<file path="src/rtl/muldiv_unit_pkg.sv">
// Shared types for the iterative RV32M multiply/divide unit.
// The funct3 encodings match the M-extension opcode map.
package muldiv_unit_pkg;

   typedef enum logic [2:0] {
      M_MUL    = 3'b000,
      M_MULH   = 3'b001,
      M_MULHSU = 3'b010,
      M_MULHU  = 3'b011,
      M_DIV    = 3'b100,
      M_DIVU   = 3'b101,
      M_REM    = 3'b110,
      M_REMU   = 3'b111
   } m_funct3_t;

   function automatic logic is_div_op(input m_funct3_t op);
      return op[2];
   endfunction

endpackage

</file>
<file path="src/rtl/muldiv_step.sv">
// Combinational per-cycle datapath: a MUL_STEP-bit shift-add multiply step
// or a single restoring shift-subtract divide step on the {acc_hi, acc_lo} pair.
module muldiv_step
   import muldiv_unit_pkg::*;
#(
   parameter int XLEN     = 32,
   parameter int MUL_STEP = 1
)(
   input  logic            div_mode,
   input  logic [XLEN-1:0] acc_hi,
   input  logic [XLEN-1:0] acc_lo,
   input  logic [XLEN-1:0] operand,
   output logic [XLEN-1:0] acc_hi_next,
   output logic [XLEN-1:0] acc_lo_next
);

   logic [XLEN+MUL_STEP-1:0] mcand_ext;
   logic [XLEN+MUL_STEP-1:0] mbits_ext;
   logic [XLEN+MUL_STEP-1:0] partial;
   logic [XLEN+MUL_STEP-1:0] sum;
   logic [XLEN+MUL_STEP-1:0] lo_cat;
   logic [XLEN:0]            shifted;
   logic [XLEN:0]            diff;
   logic                     fits;

   // Multiply: acc_lo holds the unconsumed multiplier bits; product bits shift in from the top.
   assign mcand_ext = {{MUL_STEP{1'b0}}, operand};
   assign mbits_ext = {{XLEN{1'b0}}, acc_lo[MUL_STEP-1:0]};
   assign partial   = mcand_ext * mbits_ext;
   assign sum       = {{MUL_STEP{1'b0}}, acc_hi} + partial;
   assign lo_cat    = {sum[MUL_STEP-1:0], acc_lo};

   // Divide: remainder < divisor, so the shifted value fits in XLEN+1 bits and diff's MSB is the borrow.
   assign shifted = {acc_hi, acc_lo[XLEN-1]};
   assign diff    = shifted - {1'b0, operand};
   assign fits    = ~diff[XLEN];

   always_comb begin
      acc_hi_next = sum[XLEN+MUL_STEP-1:MUL_STEP];
      acc_lo_next = lo_cat[XLEN+MUL_STEP-1:MUL_STEP];
      if (div_mode) begin
         acc_hi_next = fits ? diff[XLEN-1:0] : shifted[XLEN-1:0];
         acc_lo_next = {acc_lo[XLEN-2:0], fits};
      end
   end

endmodule

</file>
<file path="src/rtl/muldiv_unit.sv">
// Iterative RV32M multiply/divide unit beside EX: operates on operand magnitudes,
// resolves divide special cases at accept time, and fixes signs when entering DONE.
module muldiv_unit
   import muldiv_unit_pkg::*;
#(
   parameter int XLEN     = 32,
   parameter int MUL_STEP = 1
)(
   input  logic            clk,
   input  logic            rst,
   input  logic            start,
   input  logic [2:0]      funct3,
   input  logic [XLEN-1:0] a,
   input  logic [XLEN-1:0] b,
   input  logic            flush,
   output logic            busy,
   output logic            done,
   output logic [XLEN-1:0] result
);

   localparam int CNT_W      = $clog2(XLEN + 1);
   localparam int MUL_CYCLES = XLEN / MUL_STEP;
   localparam logic [XLEN-1:0] INT_MIN = {1'b1, {(XLEN-1){1'b0}}};

   typedef enum logic [1:0] {S_IDLE, S_MUL, S_DIV, S_DONE} state_t;

   state_t            state, state_next;
   m_funct3_t         op_in, op_q;
   logic [XLEN-1:0]   acc_hi, acc_lo, operand_q;
   logic [XLEN-1:0]   acc_hi_step, acc_lo_step;
   logic [CNT_W-1:0]  counter;
   logic              neg_q, rem_neg_q;
   logic              a_signed, b_signed, a_neg, b_neg;
   logic              div_zero, div_ovf, special, accept, last_step;
   logic [XLEN-1:0]   a_mag, b_mag, special_result;
   logic [XLEN-1:0]   quotient, remainder, final_result;
   logic [2*XLEN-1:0] product, product_fixed;

   assign op_in     = m_funct3_t'(funct3);
   assign accept    = (state == S_IDLE || state == S_DONE) && start && !flush;
   assign last_step = (counter == CNT_W'(1));

   // Operand conditioning and early-out detection for a request presented this cycle.
   always_comb begin
      a_signed = (op_in == M_MULH) || (op_in == M_MULHSU) || (op_in == M_DIV) || (op_in == M_REM);
      b_signed = (op_in == M_MULH) || (op_in == M_DIV) || (op_in == M_REM);
      a_neg    = a_signed && a[XLEN-1];
      b_neg    = b_signed && b[XLEN-1];
      a_mag    = a_neg ? -a : a;
      b_mag    = b_neg ? -b : b;
      div_zero = is_div_op(op_in) && (b == '0);
      div_ovf  = ((op_in == M_DIV) || (op_in == M_REM)) && (a == INT_MIN) && (b == '1);
      special  = div_zero || div_ovf;
      special_result = '0;
      if (div_zero) begin
         special_result = funct3[1] ? a : '1;
      end else if (div_ovf) begin
         special_result = funct3[1] ? '0 : INT_MIN;
      end
   end

   muldiv_step #(
      .XLEN     (XLEN),
      .MUL_STEP (MUL_STEP)
   ) u_step (
      .div_mode    (state == S_DIV),
      .acc_hi      (acc_hi),
      .acc_lo      (acc_lo),
      .operand     (operand_q),
      .acc_hi_next (acc_hi_step),
      .acc_lo_next (acc_lo_step)
   );

   // Sign correction on the final step's output, registered as the result on entry to DONE.
   always_comb begin
      product       = {acc_hi_step, acc_lo_step};
      product_fixed = neg_q ? -product : product;
      quotient      = neg_q ? -acc_lo_step : acc_lo_step;
      remainder     = rem_neg_q ? -acc_hi_step : acc_hi_step;
      case (op_q)
         M_MUL:                    final_result = product_fixed[XLEN-1:0];
         M_MULH, M_MULHSU, M_MULHU: final_result = product_fixed[2*XLEN-1:XLEN];
         M_DIV, M_DIVU:            final_result = quotient;
         default:                  final_result = remainder;
      endcase
   end

   always_ff @(posedge clk) begin
      if (!rst) begin
         state <= S_IDLE;
      end else begin
         state <= state_next;
      end
   end

   always_comb begin
      state_next = state;
      busy       = 1'b0;
      done       = 1'b0;
      case (state)
         S_IDLE, S_DONE: begin
            done = (state == S_DONE) && !flush;
            if (accept) begin
               if (special) begin
                  state_next = S_DONE;
               end else if (funct3[2]) begin
                  state_next = S_DIV;
               end else begin
                  state_next = S_MUL;
               end
            end else begin
               state_next = S_IDLE;
            end
         end
         S_MUL, S_DIV: begin
            busy = 1'b1;
            if (flush) begin
               state_next = S_IDLE;
            end else if (last_step) begin
               state_next = S_DONE;
            end
         end
         default: state_next = S_IDLE;
      endcase
   end

   // A flushed op never reaches the result register, so result keeps the last completed value.
   always_ff @(posedge clk) begin
      if (!rst) begin
         op_q      <= M_MUL;
         neg_q     <= 1'b0;
         rem_neg_q <= 1'b0;
         acc_hi    <= '0;
         acc_lo    <= '0;
         operand_q <= '0;
         counter   <= '0;
         result    <= '0;
      end else if (accept) begin
         op_q      <= op_in;
         neg_q     <= a_neg ^ b_neg;
         rem_neg_q <= a_neg;
         acc_hi    <= '0;
         if (funct3[2]) begin
            acc_lo    <= a_mag;
            operand_q <= b_mag;
            counter   <= CNT_W'(XLEN);
         end else begin
            acc_lo    <= b_mag;
            operand_q <= a_mag;
            counter   <= CNT_W'(MUL_CYCLES);
         end
         if (special) begin
            result <= special_result;
         end
      end else if ((state == S_MUL || state == S_DIV) && !flush) begin
         acc_hi  <= acc_hi_step;
         acc_lo  <= acc_lo_step;
         counter <= counter - CNT_W'(1);
         if (last_step) begin
            result <= final_result;
         end
      end
   end

endmodule

</file>
<file path="config.mk">
export PLATFORM = sky130hd
export DESIGN_NAME = muldiv_unit
export DESIGN_NICKNAME = d
export VERILOG_FILES = /design/src/rtl/muldiv_unit_pkg.sv /design/src/rtl/muldiv_step.sv /design/src/rtl/muldiv_unit.sv
export SDC_FILE = /design/constraint.sdc
export NUM_CORES = 1
export LEC_CHECK = 0
export CORE_ASPECT_RATIO = 1.4
export CORE_MARGIN = 2
export CORE_UTILIZATION = 25
export CTS_CLUSTER_SIZE = 30
export DETAILED_ROUTE_END_ITERATION = 8
export HOLD_SLACK_MARGIN = 0.1
export PLACE_DENSITY = 0.5
export SLEW_MARGIN = 20
export SYNTH_ARGS = -nofsm -noshare
export SYNTH_HDL_FRONTEND = slang
export SYNTH_HIERARCHICAL = 1
export SYNTH_SLANG_ARGS = --single-unit
</file>
<file path="constraint.sdc">
create_clock -name clk -period 5.3 [get_ports clk]
set_input_delay 1.325 -clock clk [delete_from_list [all_inputs] [get_ports clk]]
set_output_delay 1.325 -clock clk [all_outputs]
set_load 0.02 [all_outputs]
</file>
* Yosys cells after proc, flatten, opt, wreduce, memory -nomap -nowiden
Index checks and enable logic that the tools add are counted.
** Cells by class
- Add/subtract/negate cells :: 8
- Reduce and logical (&&, ||, !) cells :: 30
- Multiply operators :: 1
- Equal/unequal tests :: 17
- Bitwise gates (word level) :: 3
- Multiplexer cells :: 31
** Operators with widths (count)
- $mux W32 :: 19
- $neg A32 Y32 :: 4
- $pmux W32 S3 :: 1
- $eq A32 B32 Y1 const B :: 2
- $mux W64 :: 1
- $neg A64 Y64 :: 1
- $add A32 B33 Y33 :: 1
- $mul A32 B1 Y33 :: 1
- $sub A33 B32 Y33 :: 1
- $logic_not A32 Y1 :: 1
- $eq A3 B3 Y1 const B :: 4
- $mux W6 :: 2
- $mux W2 :: 5
- $eq A3 B2 Y1 const B :: 3
- $logic_and A1 B1 Y1 :: 9
- $logic_or A1 B1 Y1 :: 9
- $reduce_or A2 Y1 :: 4
- $eq A3 B1 Y1 const B :: 2
- $eq A6 B1 Y1 const B :: 1
- $sub A6 B1 Y6 const B :: 1
- $eq A2 B2 Y1 const B :: 2
- $pmux W2 S2 :: 1
- $reduce_bool A2 Y1 :: 2
- $logic_not A3 Y1 :: 1
- other kinds (10) :: 12
** Word-level totals
- Flip-flop bits (word level) :: 141
- Word-level logic and storage cells :: 100

* Logic depth before layout (Yosys ltp)
- Depth after elaboration :: 9
- Depth in mapped cells :: 24
- Mapped depth without buffers :: 22

* By module
Netlist, hierarchy kept.
** By module, submodules not included
- muldiv_unit :: sequential area each 2822.7 µm², cells each 1456, area an instance 10512.6 µm², times used 1
- muldiv_step :: sequential area each 0.0 µm², cells each 652, area an instance 4525.6 µm², times used 1

* Worst setup path after synthesis
OpenSTA, ideal clock, no wires.
- Path type :: register to register
- Start point :: register acc_lo[31]
- End point :: register result[4]
- Library setup time :: 0.074 ns
- Stages on the path, launching flop included :: 24
- Slack :: 0.061 ns
- Arrival :: 5.165 ns
- Cells stage by stage :: dfxtp_1 -> inv_1 -> ha_1 -> fa_1 -> nand2b_1 -> a21o_1 -> a211oi_1 -> a31oi_1 -> o21ai_1 -> a21oi_1 -> a31oi_1 -> xnor2_1 -> clkbuf_1 -> a21oi_1 -> inv_1 -> ha_1 -> or3b_2 -> or3_1 -> buf_6 -> or4_4 -> o31ai_2 -> a211oi_1 -> a211o_1 -> a31oi_1
** Between the ends
- Longest elaborated chain between the ends :: 9
** Ends and longest elaborated chain
- start, declared :: line muldiv_unit.sv:29 : logic [XLEN-1:0] acc_hi, acc_lo, operand_q;
- start signal, assigned :: line muldiv_unit.sv:144 : acc_lo <= a_mag;
- start signal, assigned :: line muldiv_unit.sv:148 : acc_lo <= b_mag;
- start signal, assigned :: line muldiv_unit.sv:157 : acc_lo <= acc_lo_step;
- $sub A33 B32 Y33 * :: line muldiv_step.sv:35 : assign diff = shifted - {1'b0, operand};
- $not A1 Y1 * :: line muldiv_step.sv:36 : assign fits = ~diff[XLEN];
- $mux W32 * :: line muldiv_step.sv:41 : if (div_mode) begin
- named net acc_lo_step[0] :: line muldiv_unit.sv:30 : logic [XLEN-1:0] acc_hi_step, acc_lo_step;
- $neg A64 Y64 / $neg A32 Y32 (equally long branches) :: line muldiv_unit.sv:77, muldiv_unit.sv:78
- $mux W64 / $mux W32 (equally long branches) :: line muldiv_unit.sv:77, muldiv_unit.sv:78
- $pmux W32 S3 * :: line muldiv_unit.sv:80 : case (op_q)
- $mux W32 * :: line muldiv_unit.sv:159 : if (last_step) begin
- $mux W32 * :: line muldiv_unit.sv:155 : end else if ((state == S_MUL || state == S_DIV) && !flush) begin
- $mux W32 * :: line muldiv_unit.sv:138 : end else if (accept) begin
- end signal, assigned :: line muldiv_unit.sv:153 : result <= special_result;
- end signal, assigned :: line muldiv_unit.sv:160 : result <= final_result;
- end, declared :: line muldiv_unit.sv:18 : output logic [XLEN-1:0] result
The timed path passes the listed nets; every way through them passes the cells marked *. The select of a mux whose other input is x is not followed.
A chain may end at the register's enable or synchronous reset.

* Worst setup path in the final report
- Start point :: register acc_lo[31]
- End point :: register result[0]
Same word-level chain as after synthesis.

==> flow_metrics.tcl <==
set metrics [dict create \
    status "complete, no violations" \
    grt_max_degree 68 \
    numCtsBuffers 17 \
    hpwlAfterDp_um 57800 \
    cts-root-buf "clkbuf_16" \
    insertion_delay_ns 0.47 \
    diodes 0 \
    tightest_slew_ns 1.07 \
    slew_headroom 0.287 \
    drt-total-wl_um 73600 \
    worst_ep_required_time_ns 5.71 \
    rr_startpoint "acc_lo[31]" \
    synth_nets 2254 \
    finClkSkew_ns 0.0182 \
    rows 106 \
    netlist_instances 2108 \
    yosysWarnings 6 \
    r2r_slack_ns 0.11 \
    rsz0062_at_grt "true" \
    slowest_stage "fa_2" \
    fin_total_pwr_uw 4280 \
    cp-start-kind "register" \
    worstPathArrival_ns 5.59 \
    irDropWorstVdd_v 0.000231 \
    drc 0 \
    grt_overflow 0 \
    cts_tree "yes" \
    yosys.area.top_type "dfxtp_1" \
    start_util 0.253 \
    syn_area_per_cell_um2 7.13 \
    hold_path_end "result[9]" \
    postPlaceCellArea_um2 18700 \
    synth-edff-count 0 \
    ctsHoldBuffers 0 \
    powerDensity_nw_per_um2 211 \
    htreeDepth 4 \
    tns_ns 0 \
    synth_area_leaders "dfxtp_1 19%, nand2_1 6.4%, a21oi_1 6.2%" \
    fmax_mhz 193 \
    cpPeakStageDelay_ns 0.34 \
    clk_pin_slew_ns 0.07 \
    die_area_um2 62200 \
    gp_congestion 0.941 \
    grt_pass1_vias 17600 \
    hold_depth 2 \
    finalCriticalPeriod_ns 5.19 \
    slew_violations 0 \
    yosysMostFrequentCell "nand2_1" \
    regToRegEndpoint "result[0]" \
    coreArea_um2 59500 \
    finalSetupViolations 0 \
    synthArstFlopShare 0 \
    worst-setup-path-type "reg2reg" \
    drtIter0Drc 1383 \
    period_share 0.978 \
    cts.sinks 141 \
    syn_area_um2 15000 \
    worst_hold_slack_ns 0.469 \
    power_leakage_uw 0.00817 \
    final_cells 3183 \
    endpoint_kind "register" \
    dp.cells 3102 \
    num_vias 17800 \
    ys_seq_area_frac 0.188 \
    finalInstanceArea_um2 20300 \
    ios 105 \
    viasPerCell 5.60 \
    hp-start "result[9]" \
    reg2regPathDepth 35 \
    synthFlopType "dfxtp_1" \
    cp_max_fo 6 \
    hp-class "reg2reg" \
    die_w_um 211 \
    antenna_found_initial 2 \
    portBuffers 104 \
    path_common_cell "buf_4" \
    ant_nets 0 \
    area_growth_pct 34.8 \
    synth_common_cells "258 x nand2_1, 187 x a21oi_1, 178 x nor2_1, 141 x dfxtp_1, 126 x clkbuf_1" \
    wl_per_cell_um 23.1 \
    hold_viol_final 0 \
    drv_cap 0 \
    drive_gt1_frac 0.214 \
    dr.pass1.iters 6 \
    grt_use_total 0.231 \
    grt_pass1_wl_um 108000 \
    cts_buffer_depth 2 \
    yosys.area.top_type_share 0.188 \
    die_h_um 294 \
    fin_nets 2560 \
    synth_seq_cells 141 \
    yosysUniqueCellTypes 92 \
]
[repair_timing]
item,in CTS,in global routing
pin swaps,10,46
gates resized for setup,42,81
buffers inserted,30,18
endpoints found under the setup margin,24,26
cloned,1,0
[state kept, by name (all words and copies together), names as in the netlist]
name / cells
rem_neg_q: 1
state: 2
acc_lo: 32
op_q: 3
acc_hi: 32
result: 32
counter: 6
operand_q: 32
neg_q: 1
[worst max-delay path: cells and delay by family (launching register included)]
family                   cells  cell delay [ns]
buffers and inverters       20             2.40
flip-flops                   1             0.32
AND/OR/NAND/NOR              1             0.15
adder cells (fa/ha/maj)      2             0.53
XOR/XNOR                     1             0.11
AO/OA/AOI/OAI               11             1.61
[worst max path at each step]
| stage | from | to |
|---|---|---|
| after global routing | acc_lo[31] | result[0] |
| after CTS | operand_q[0] | result[29] |
| after global placement | acc_lo[31] | result[28] |
| final | acc_lo[31] | result[0] |
| after detailed placement | acc_lo[31] | result[28] |
| after floorplan | acc_lo[31] | result[4] |
[final cells by class]
| type | instances | area, um^2 |
|---|---|---|
| fillers | 6302 | 39300 |
| multi-input cells | 1746 | 11900 |
| repair buffers | 434 | 3690 |
| flip-flops and latches | 141 | 2830 |
| well taps | 756 | 946 |
| clock buffers | 18 | 429 |
| inverters | 74 | 278 |
| clock inverters | 14 | 170 |
[routing by layer]
metal,global-route usage,share of wire,vias to the layer above
li1,-,-,8330
met1,0.254,0.38,8586
met2,0.424,0.51,668
met3,0.0226,0.043,225
met4,0.144,0.070,2
met5,0,0.00014,-
[power by group]
group	switching, uW	internal [uW]	leakage (uW)
Clock	586	712	0.000289
Combinational	1050	790	0.00674
Sequential	43.8	1100	0.00115
[kinds of logic (layout without fill, tap and decap cells)]
logic type               count (synthesis)  count (layout)  synth area share
flip-flops                             141             141             0.188
multiplexers                            85              85            0.0593
AO/OA/AOI/OAI                          632             632             0.279
adder cells (fa/ha/maj)                 75              75            0.0634
XOR/XNOR                               175             175             0.102
AND/OR/NAND/NOR                        779             779             0.251
buffers and inverters                  221             540            0.0571
[placed cells by master, fill, tap and decap left out, types with 23 or more instances in the layout]
cell               n
o21ai_0           98
nand2_1          257
and2_1            36
clkdlybuf4s50_1  102
mux2_2            33
nand4_1           23
a21o_1            33
mux2i_1           51
dfxtp_1          136
xor2_1            88
o221ai_1          29
o31ai_1           35
inv_1             71
nand3_1           62
nor3_1            45
a21oi_1          182
buf_4            310
nor4_1            27
xnor2_1           85
ha_1              65
nor2_1           176
a31oi_1           23
[stage by stage]
stage | setup slack (ns) | utilization
floorplan | 0.0609 | -
global placement | -0.369 | 0.313
detailed placement | -0.409 | 0.313
CTS | 0.00354 | 0.331
global route | -0.0630 | 0.340
finish | 0.114 | 0.340
No activity file was read; power rests on OpenSTA's default activity.
